<file path="src/rtl/port_rx.sv">
// rtl/port_rx.sv - TIS-100 node port receiver (blocking read of UP/DOWN/LEFT/RIGHT/ANY/LAST/NIL); LAST support via PORT_RX_LAST_EN
module port_rx #(
    parameter int WORD_W = 11
) (
    input  logic                  CLK,
    input  logic                  nRST,
    input  logic [3:0]            nbr_valid,
    input  logic [4*WORD_W-1:0]   nbr_data,
    output logic [3:0]            nbr_ack,
    input  logic                  rd_req,
    input  logic [2:0]            rd_sel,
    output logic                  rd_valid,
    output logic [WORD_W-1:0]     rd_data,
    output logic                  busy,
    output logic [1:0]            last_dir
);

    localparam logic [2:0] SEL_ANY = 3'd4;

    typedef enum logic [1:0] {
        IDLE,
        WAIT,
        RESP
    } state_t;

    state_t              state;
    logic [2:0]          sel_q;

    logic [WORD_W-1:0]   nbr_word [4];
    logic [2:0]          cur_sel;
    logic                req_live;
    logic                resolved;
    logic                has_port;
    logic [1:0]          res_port;
    logic [WORD_W-1:0]   res_word;
    logic                capture;

`ifdef PORT_RX_LAST_EN
    logic [1:0]          last_dir_q;
    logic                last_vld;
`endif

    // Split the flat neighbour data bus into one word per direction
    always_comb begin
        for (int i = 0; i < 4; i++) begin
            nbr_word[i] = nbr_data[i*WORD_W +: WORD_W];
        end
    end

    // Resolve the selected source; in IDLE the fresh rd_sel is used so a ready port is acked in the request cycle
    always_comb begin
        cur_sel  = (state == IDLE) ? rd_sel : sel_q;
        req_live = nRST && (((state == IDLE) && rd_req) || (state == WAIT));
        resolved = 1'b1;
        has_port = 1'b0;
        res_port = 2'd0;
        case (cur_sel)
            3'd0, 3'd1, 3'd2, 3'd3: begin
                has_port = 1'b1;
                res_port = cur_sel[1:0];
                resolved = nbr_valid[cur_sel[1:0]];
            end
            SEL_ANY: begin
                has_port = 1'b1;
                resolved = |nbr_valid;
                if (nbr_valid[2])      res_port = 2'd2;
                else if (nbr_valid[3]) res_port = 2'd3;
                else if (nbr_valid[0]) res_port = 2'd0;
                else                   res_port = 2'd1;
            end
`ifdef PORT_RX_LAST_EN
            3'd5: begin
                // With no ANY history LAST degrades to NIL
                if (last_vld) begin
                    has_port = 1'b1;
                    res_port = last_dir_q;
                    resolved = nbr_valid[last_dir_q];
                end
            end
`endif
            default: begin
                // NIL and code 7 resolve immediately with a zero word
            end
        endcase
        res_word = has_port ? nbr_word[res_port] : '0;
        capture  = req_live && resolved;
        nbr_ack  = (capture && has_port) ? (4'b0001 << res_port) : 4'b0000;
    end

    // Request FSM with registered response strobe and data
    always_ff @(posedge CLK) begin
        if (!nRST) begin
            state    <= IDLE;
            sel_q    <= 3'd0;
            rd_valid <= 1'b0;
            rd_data  <= '0;
`ifdef PORT_RX_LAST_EN
            last_dir_q <= 2'd0;
            last_vld   <= 1'b0;
`endif
        end else begin
            rd_valid <= 1'b0;
            case (state)
                IDLE: begin
                    if (rd_req) begin
                        sel_q <= rd_sel;
                        state <= resolved ? RESP : WAIT;
                    end
                end
                WAIT: begin
                    if (resolved) begin
                        state <= RESP;
                    end
                end
                RESP: begin
                    state <= IDLE;
                end
                default: begin
                    state <= IDLE;
                end
            endcase
            if (capture) begin
                rd_valid <= 1'b1;
                rd_data  <= res_word;
`ifdef PORT_RX_LAST_EN
                if (cur_sel == SEL_ANY) begin
                    last_dir_q <= res_port;
                    last_vld   <= 1'b1;
                end
`endif
            end
        end
    end

    assign busy = (state != IDLE);

`ifdef PORT_RX_LAST_EN
    assign last_dir = last_dir_q;
`else
    assign last_dir = 2'd0;
`endif

endmodule
</file>
<file path="config.mk">
export PLATFORM = sky130hd
export DESIGN_NAME = port_rx
export DESIGN_NICKNAME = d
export VERILOG_FILES = /design/src/rtl/port_rx.sv
export SDC_FILE = /design/constraint.sdc
export NUM_CORES = 1
export LEC_CHECK = 0
export ABC_AREA = 1
export ABC_CLOCK_PERIOD_IN_PS = 1490
export BUFFER_PORTS_ARGS = -buffer_cell sky130_fd_sc_hd__buf_4
export CAP_MARGIN = 10
export CORE_MARGIN = 2
export CORE_UTILIZATION = 30
export CTS_CLUSTER_SIZE = 40
export DETAILED_ROUTE_END_ITERATION = 12
export GPL_TIMING_DRIVEN = 1
export PLACE_DENSITY_LB_ADDON = 0.2
export RECOVER_POWER = 50
export SLEW_MARGIN = 15
export SYNTH_ARGS = -nofsm -noshare
export SYNTH_HDL_FRONTEND = slang
export SYNTH_SLANG_ARGS = --single-unit
</file>
<file path="constraint.sdc">
create_clock -name CLK -period 1.49 [get_ports CLK]
set_input_delay 0.149 -clock CLK [delete_from_list [all_inputs] [get_ports CLK]]
set_output_delay 0.149 -clock CLK [all_outputs]
set_load 0.005 [all_outputs]
</file>
==> results of run 1 <==
routing by layer:
metal / track usage, % / wire length (um)
met2: 23.9 / 1860
met4: 3.70 / 21
met3: 1.38 / 178
met5: 0 / 0
met1: 21.7 / 1910
synthesized netlist by cell type (all sizes together):
| cell type | count |
|---|---|
| nand3 | 29 |
| inv | 19 |
| nand4 | 1 |
| dfxtp | 17 |
| a21oi | 14 |
| buf | 12 |
| a21boi | 1 |
| nor3 | 4 |
| nor2 | 5 |
| nand2 | 121 |
| o21ai | 5 |
| nor4 | 1 |
| clkbuf | 1 |
| conb | 1 |
worst reg2reg max path: stages (launching register included):
cell and delay (ns):
dfxtp_2 0.34, nor2_4 0.17, nand2_2 0.12, nand2_8 0.12, nand2_4 0.07, nand2_8 0.11
nand2_8 0.08, buf_6 0.14, buf_12 0.13, nand2_1 0.05, nand2_1 0.05, nand2_1 0.05
nand2_1 0.06, nand2_1 0.09, a21oi_1 0.06
cell families after synthesis:
family                 Yosys count  share of synthesized area [%]
other                            1                          0.261
AO/OA/AOI/OAI                   20                           10.0
flip-flops                      17                           23.7
buffers and inverters           32                           12.4
AND/OR/NAND/NOR                161                           53.6
cell type report:
class                      instances  area (um2)
clock inverter                     1        5.00
sequential                        17         345
inverter                          19        76.3
fill                             480        2340
timing repair buffer              91         751
tap                               54        67.6
multi-input combinational        183        1040
clock buffer                       3        41.3
cell usage in the layout (no fill, tap or decap), drive strengths merged:
cell and count:
inv 19, nor2 5, nand4 1, nor4 1, clkinv 1, buf 83
a21oi 14, dfxtp 17, o21ai 5, nand3 29, a21boi 1, nand2 121
nor3 4, conb 2, clkbuf 11
per-stage QoR:
stage / setup slack (ns) / setup TNS [ns] / utilization (%) / hold slack [ns] / area [um2]
after detailed placement: -0.173 / -1.84 / 44.1 / 0.424 / 2060
after global routing: -0.425 / -6.21 / 49.9 / 0.184 / 2320
after global placement: -0.154 / -1.71 / 44.1 / 0.419 / 2060
final: -0.318 / -3.84 / 49.9 / 0.172 / 2320
after floorplan: 0.00185 / 0 / - / 0.285 / 1440
after CTS: -0.306 / -3.72 / 48.8 / 0.159 / 2270
state kept, by name (all words and copies together) (netlist names):
name / flops
rd_valid: 1
rd_data: 11
sel_q: 3
state: 2
power groups by stage:
stage	clock, mW	combinational [mW]	sequential [mW]
3_3_place_gp	0	1.22	0.540
3_5_place_dp	0	1.22	0.539
5_1_grt	0.362	1.68	0.537
4_1_cts	0.350	1.46	0.531
6_report	0.333	1.51	0.531
2_1_floorplan	0	0.833	0.539
repair_timing:
| item | in CTS | in global routing |
|---|---|---|
| buffers inserted | 5 | 1 |
| hold endpoints to repair | 0 | 0 |
| cloned | 1 | 0 |
| setup endpoints to repair | 15 | 17 |
| gates resized for setup | 27 | 9 |
| pin swaps | 12 | 2 |
final timing paths:
check / slack [ns] / end
worst max-delay path: -0.32 / nbr_ack[2]
worst min-delay path: 0.17 / sel_q[0]
worst max register to register: -0.25 / rd_data[1]
worst min register to register: 0.46 / rd_data[1]
==> impl_results.md, run 1 <==
* Root Buffer: clkbuf_8
* DR WL/cell at 10.8 um
* RSZ-0062 raised after global routing: yes
* Vias per cell at 4.48
* CTS tree: done
* Pins Over Slew Limit at 0
* Routability congestion estimate from global placement at between 0.8 and 0.9
* CP Depth at 8
* Largest net degree at the start of global routing at 14
* Kind of end point of the critical path: output port
* Clock buffer depth at 2
* Final worst path period need at between 1.5 and 2 ns
* Total Routing Usage GR at 15.0%
* Post-Synthesis Cells at 231
* GRT overflow at 0
* Final worst-path setup slack at -0.318 ns
* Die W at 73.2 um
* Max cap viols at 0
* Number of diodes at 0
* Max stage delay on crit path at 0.34 ns
* Synthesized area at between 1000 and 1500 um2
* Worst Path Buf+Inv at 1
* CP max-delay cell: dfxtp_2
* I/O Pins at 73
* Total CTS buffers at 3
* Clk_lat worst skew at 0.25 ns
* Area delta synth->final at 61.9%
* Detail Route Antenna Nets at 0
* Worst clock skew at between 0.001 and 0.0015 ns
* CP Max Fanout at 6
* Dpl cells at 357
* Worst Setup SP: state[1]
* Failing checks: negative setup slack
* Mean post-synth cell area at 6.21 um2
* Hold Path Depth at 3
* Tcrit/Tclk final at 121%
* Synthesized flop and latch total at 17
* Initial Util at 30.8%
* CP required at roughly 1.3 ns
* Lkg Pwr at ~1.2 nW
* Total design power at about 2.4 mW
* Critical path class: register to output port
* Fmax at 553 MHz
* CTS sink cnt at 17
* Clock share of power at between 10% and 20%
* Seq pwr share at 22.4%
* Final hold viol count at 0
* # DRC at 0
* Worst Reg-to-Reg Cells at 14
* Pwr dens at 1020 nW/um2
* Fin cells at about 370
* Critical Path AT at 1.66 ns
* Clock Pin Slew Worst Setup and Hold Paths at 0.06 ns
* Largest area contributor in the netlist: nand2_1
* Drt total wl at 3970 um
* FP Rows at 25
* Hold path startpoint: nRST
* Final nets at 369
* Post-DP HPWL at 3100 um
* Switching share of total power at 41.6%
* First-pass GRT wire length at 6490 um
* # setup viols final at 17
* Status: complete, but fails checks
* Share of post-route cells with drive strength above 1 at 45.5%
* Worst setup SP type: register
* Comb pwr share at a little under two thirds
* 1st-iter DRT viols at 40
* Core area at 4660 um2
* Crit-path cells: nor2_4, nand2_2, nand2_8, nand3_2, nand3_2, nand3_4, nor3_4, buf_4
* DIE AREA at 5350 um2
* Vias in the first global route at approximately 1500
* Reg2reg start: state[1]
* CTS H-tree depth at 1
* Port bufs at 70
* Top post-synthesis cells by area: nand2_1, dfxtp_1, nand3_1, nand2_4, a21oi_2
* Chip height at approximately 73 um
* Warnings from Yosys at 0
* Int Power at 1.39 mW
* Switching power at 985 uW
* Pre-Repair DR Iteration Count at 4
* Hold Path Class: input port to register
* Initial antenna violation count at 0
* Synth cell types at 25
* Post-synthesis sequential area ratio at 23.7%
* Vias at roughly 1600
* Synth top area share at 28.0%
* Most frequent CP cell: nand3_2
* CTS hold repair buffers at 0
* Delay-heaviest family, CP: simple AND/OR/NAND/NOR gates
* Maximum vdd drop at 0.452 mV
No activity file was read; power rests on OpenSTA's default activity.
==> inputs of run 2 (changes only) <==
PLACE_DENSITY = 0.55   (was default)
PLACE_DENSITY_LB_ADDON = default   (was 0.2)
==> impl_results.md, run 2 (synthesis gave the netlist of run 1 again) <==
* Worst setup SP type: register
* Root Buffer: clkbuf_8
* Initial Util at 30.8%
* Number of diodes at 0
* Port bufs at 70
* RSZ-0062 raised after global routing: yes
* GRT overflow at 0
* Crit-path cells: nor2_4, nand2_2, nand2_4, nand2_2, nand2_4, inv_1, nor4_2, buf_4
* Chip height at roughly 73 um
* Initial antenna violation count at 0
* Vias per cell at 4.42
* Commonest non-fill, non-tap cell in the layout: nand2_1
* Post-DP HPWL at between 3000 and 4000 um
* DR WL/cell at 10.9 um
* Clock buffer depth at 2
* Area delta synth->final at 54.6%
* Biggest register: rd_data
* Pre-Repair DR Iteration Count at 4
* Failing checks: negative setup slack
* DRT met1 WL at 1910 um
* Final worst path period need at ~1.8 ns
* Lkg Pwr at 1.18 nW
* First-pass GRT wire length at 6470 um
* Max cap viols at 0
* Maximum vdd drop at 0.310 mV
* Fmax at 548 MHz
* CTS sink cnt at 17
* CP required at 1.34 ns
* Hold Path Class: input port to register
* Delay-heaviest family, CP: simple AND/OR/NAND/NOR gates
* Highest Signal Layer: met4
* Status: complete, but fails checks
* Core area at approximately 4700 um2
* Worst Path Buf+Inv at 2
* Die W at 73.2 um
* Vias at ~1600
* Registers with the highest flip-flop counts: rd_data x11, sel_q x3, state x2
* CTS tree: done
* CP Max Fanout at 5
* Drt total wl at 3970 um
* Total Routing Usage GR at between 10% and 20%
* Most frequent cells in the layout: nand2_1, buf_4, nand3_1
* Final nets at roughly 370
* Final worst-path setup slack at -0.334 ns
* 1st-iter DRT viols at 48
* Critical Path AT at 1.68 ns
* Max FFs per register at 11
* Routability congestion estimate from global placement at 0.840
* Total CTS buffers at 3
* # setup viols final at 15
* # DRC at 0
* Pwr dens at between 1000 and 1500 nW/um2
* Detail Route Antenna Nets at 0
* Clock Pin Slew Worst Setup and Hold Paths at roughly 0.07 ns
* Worst clock skew at roughly 0.0015 ns
* Max stage delay on crit path at 0.34 ns
* Tcrit/Tclk final at 122%
* Share of post-route cells with drive strength above 1 at 43.4%
* Critical path class: register to output port
* CP max-delay cell: dfxtp_2
* Pre-CTS WS at -0.180 ns
* Met3 Wirelength at 138 um
* Kind of end point of the critical path: output port
* Met2 WL post-DR at 1870 um
* Final hold viol count at 0
* Pins Over Slew Limit at 0
* DIE AREA at 5350 um2
* Clk_lat worst skew at 0.25 ns
* FP Rows at 25
* Largest net degree at the start of global routing at 23
* Vias in the first global route at 1497
* I/O Pins at 73
* Hold Slack at 0.167 ns
* CTS H-tree depth at 1
run 2: worst reg2reg max path, stage by stage (launching register included):
cell	delay, ns
dfxtp_2	0.34
nor2_4	0.18
nand2_2	0.12
nand2_4	0.10
nand2_2	0.07
nand2_4	0.11
nand2_4	0.08
buf_12	0.14
buf_4	0.15
nand2_1	0.05
nand2_1	0.05
nand2_1	0.05
nand2_1	0.07
nand2_1	0.10
a21oi_2	0.05
run 2: repair_timing:
item,4_1_cts,5_1_grt
setup endpoints to repair,15,17
hold buffers,0,0
pin swaps,9,1
resized for setup,13,1
setup buffers,7,0
run 2: cell type report:
type / instances / area, um2
well taps: 54 / 67.6
clock inverters: 1 / 5.00
fillers: 484 / 2440
repair buffers: 88 / 731
flip-flops and latches: 17 / 343
multi-input cells: 183 / 957
inverters: 19 / 73.8
clock buffers: 3 / 41.3
run 2: power breakdown:
part | total (mW) | leakage, nW | switching, mW | internal (mW)
Sequential | 0.531 | 0.139 | 0.0278 | 0.503
Combinational | 1.36 | 1.01 | 0.735 | 0.621
Clock | 0.340 | 0.0255 | 0.155 | 0.185
run 2: per-stage QoR:
| step | cell area [um2] | power, mW | utilization (%) | instances | TNS, ns |
|---|---|---|---|---|---|
| floorplan | 1440 | 1.37 | - | 232 | 0 |
| global placement | 2070 | 1.80 | 44.4 | 354 | -1.66 |
| CTS | 2210 | 2.24 | 47.5 | 365 | -4.71 |
| finish | 2220 | 2.23 | 47.6 | 365 | -3.89 |
| detailed placement | 2070 | 1.80 | 44.4 | 354 | -2.22 |
| global route | 2220 | 2.41 | 47.6 | 365 | -5.83 |
run 2: metal layers:
metal | GRT usage (%) | vias up
met1 | 20.9 | 697
li1 | - | 875
met5 | 0 | -
met4 | 4.94 | 0
met3 | 1.10 | 5
met2 | 24.8 | 38
run 2: final timing paths:
check,startpoint,depth (start not counted),end,slack [ns]
worst max-delay path,state[1],8,nbr_ack[0],-0.33
worst min-delay path,nRST,3,sel_q[2],0.17
worst max register to register,state[1],14,rd_data[8],-0.28
worst min register to register,rd_data[1],2,rd_data[1],0.47
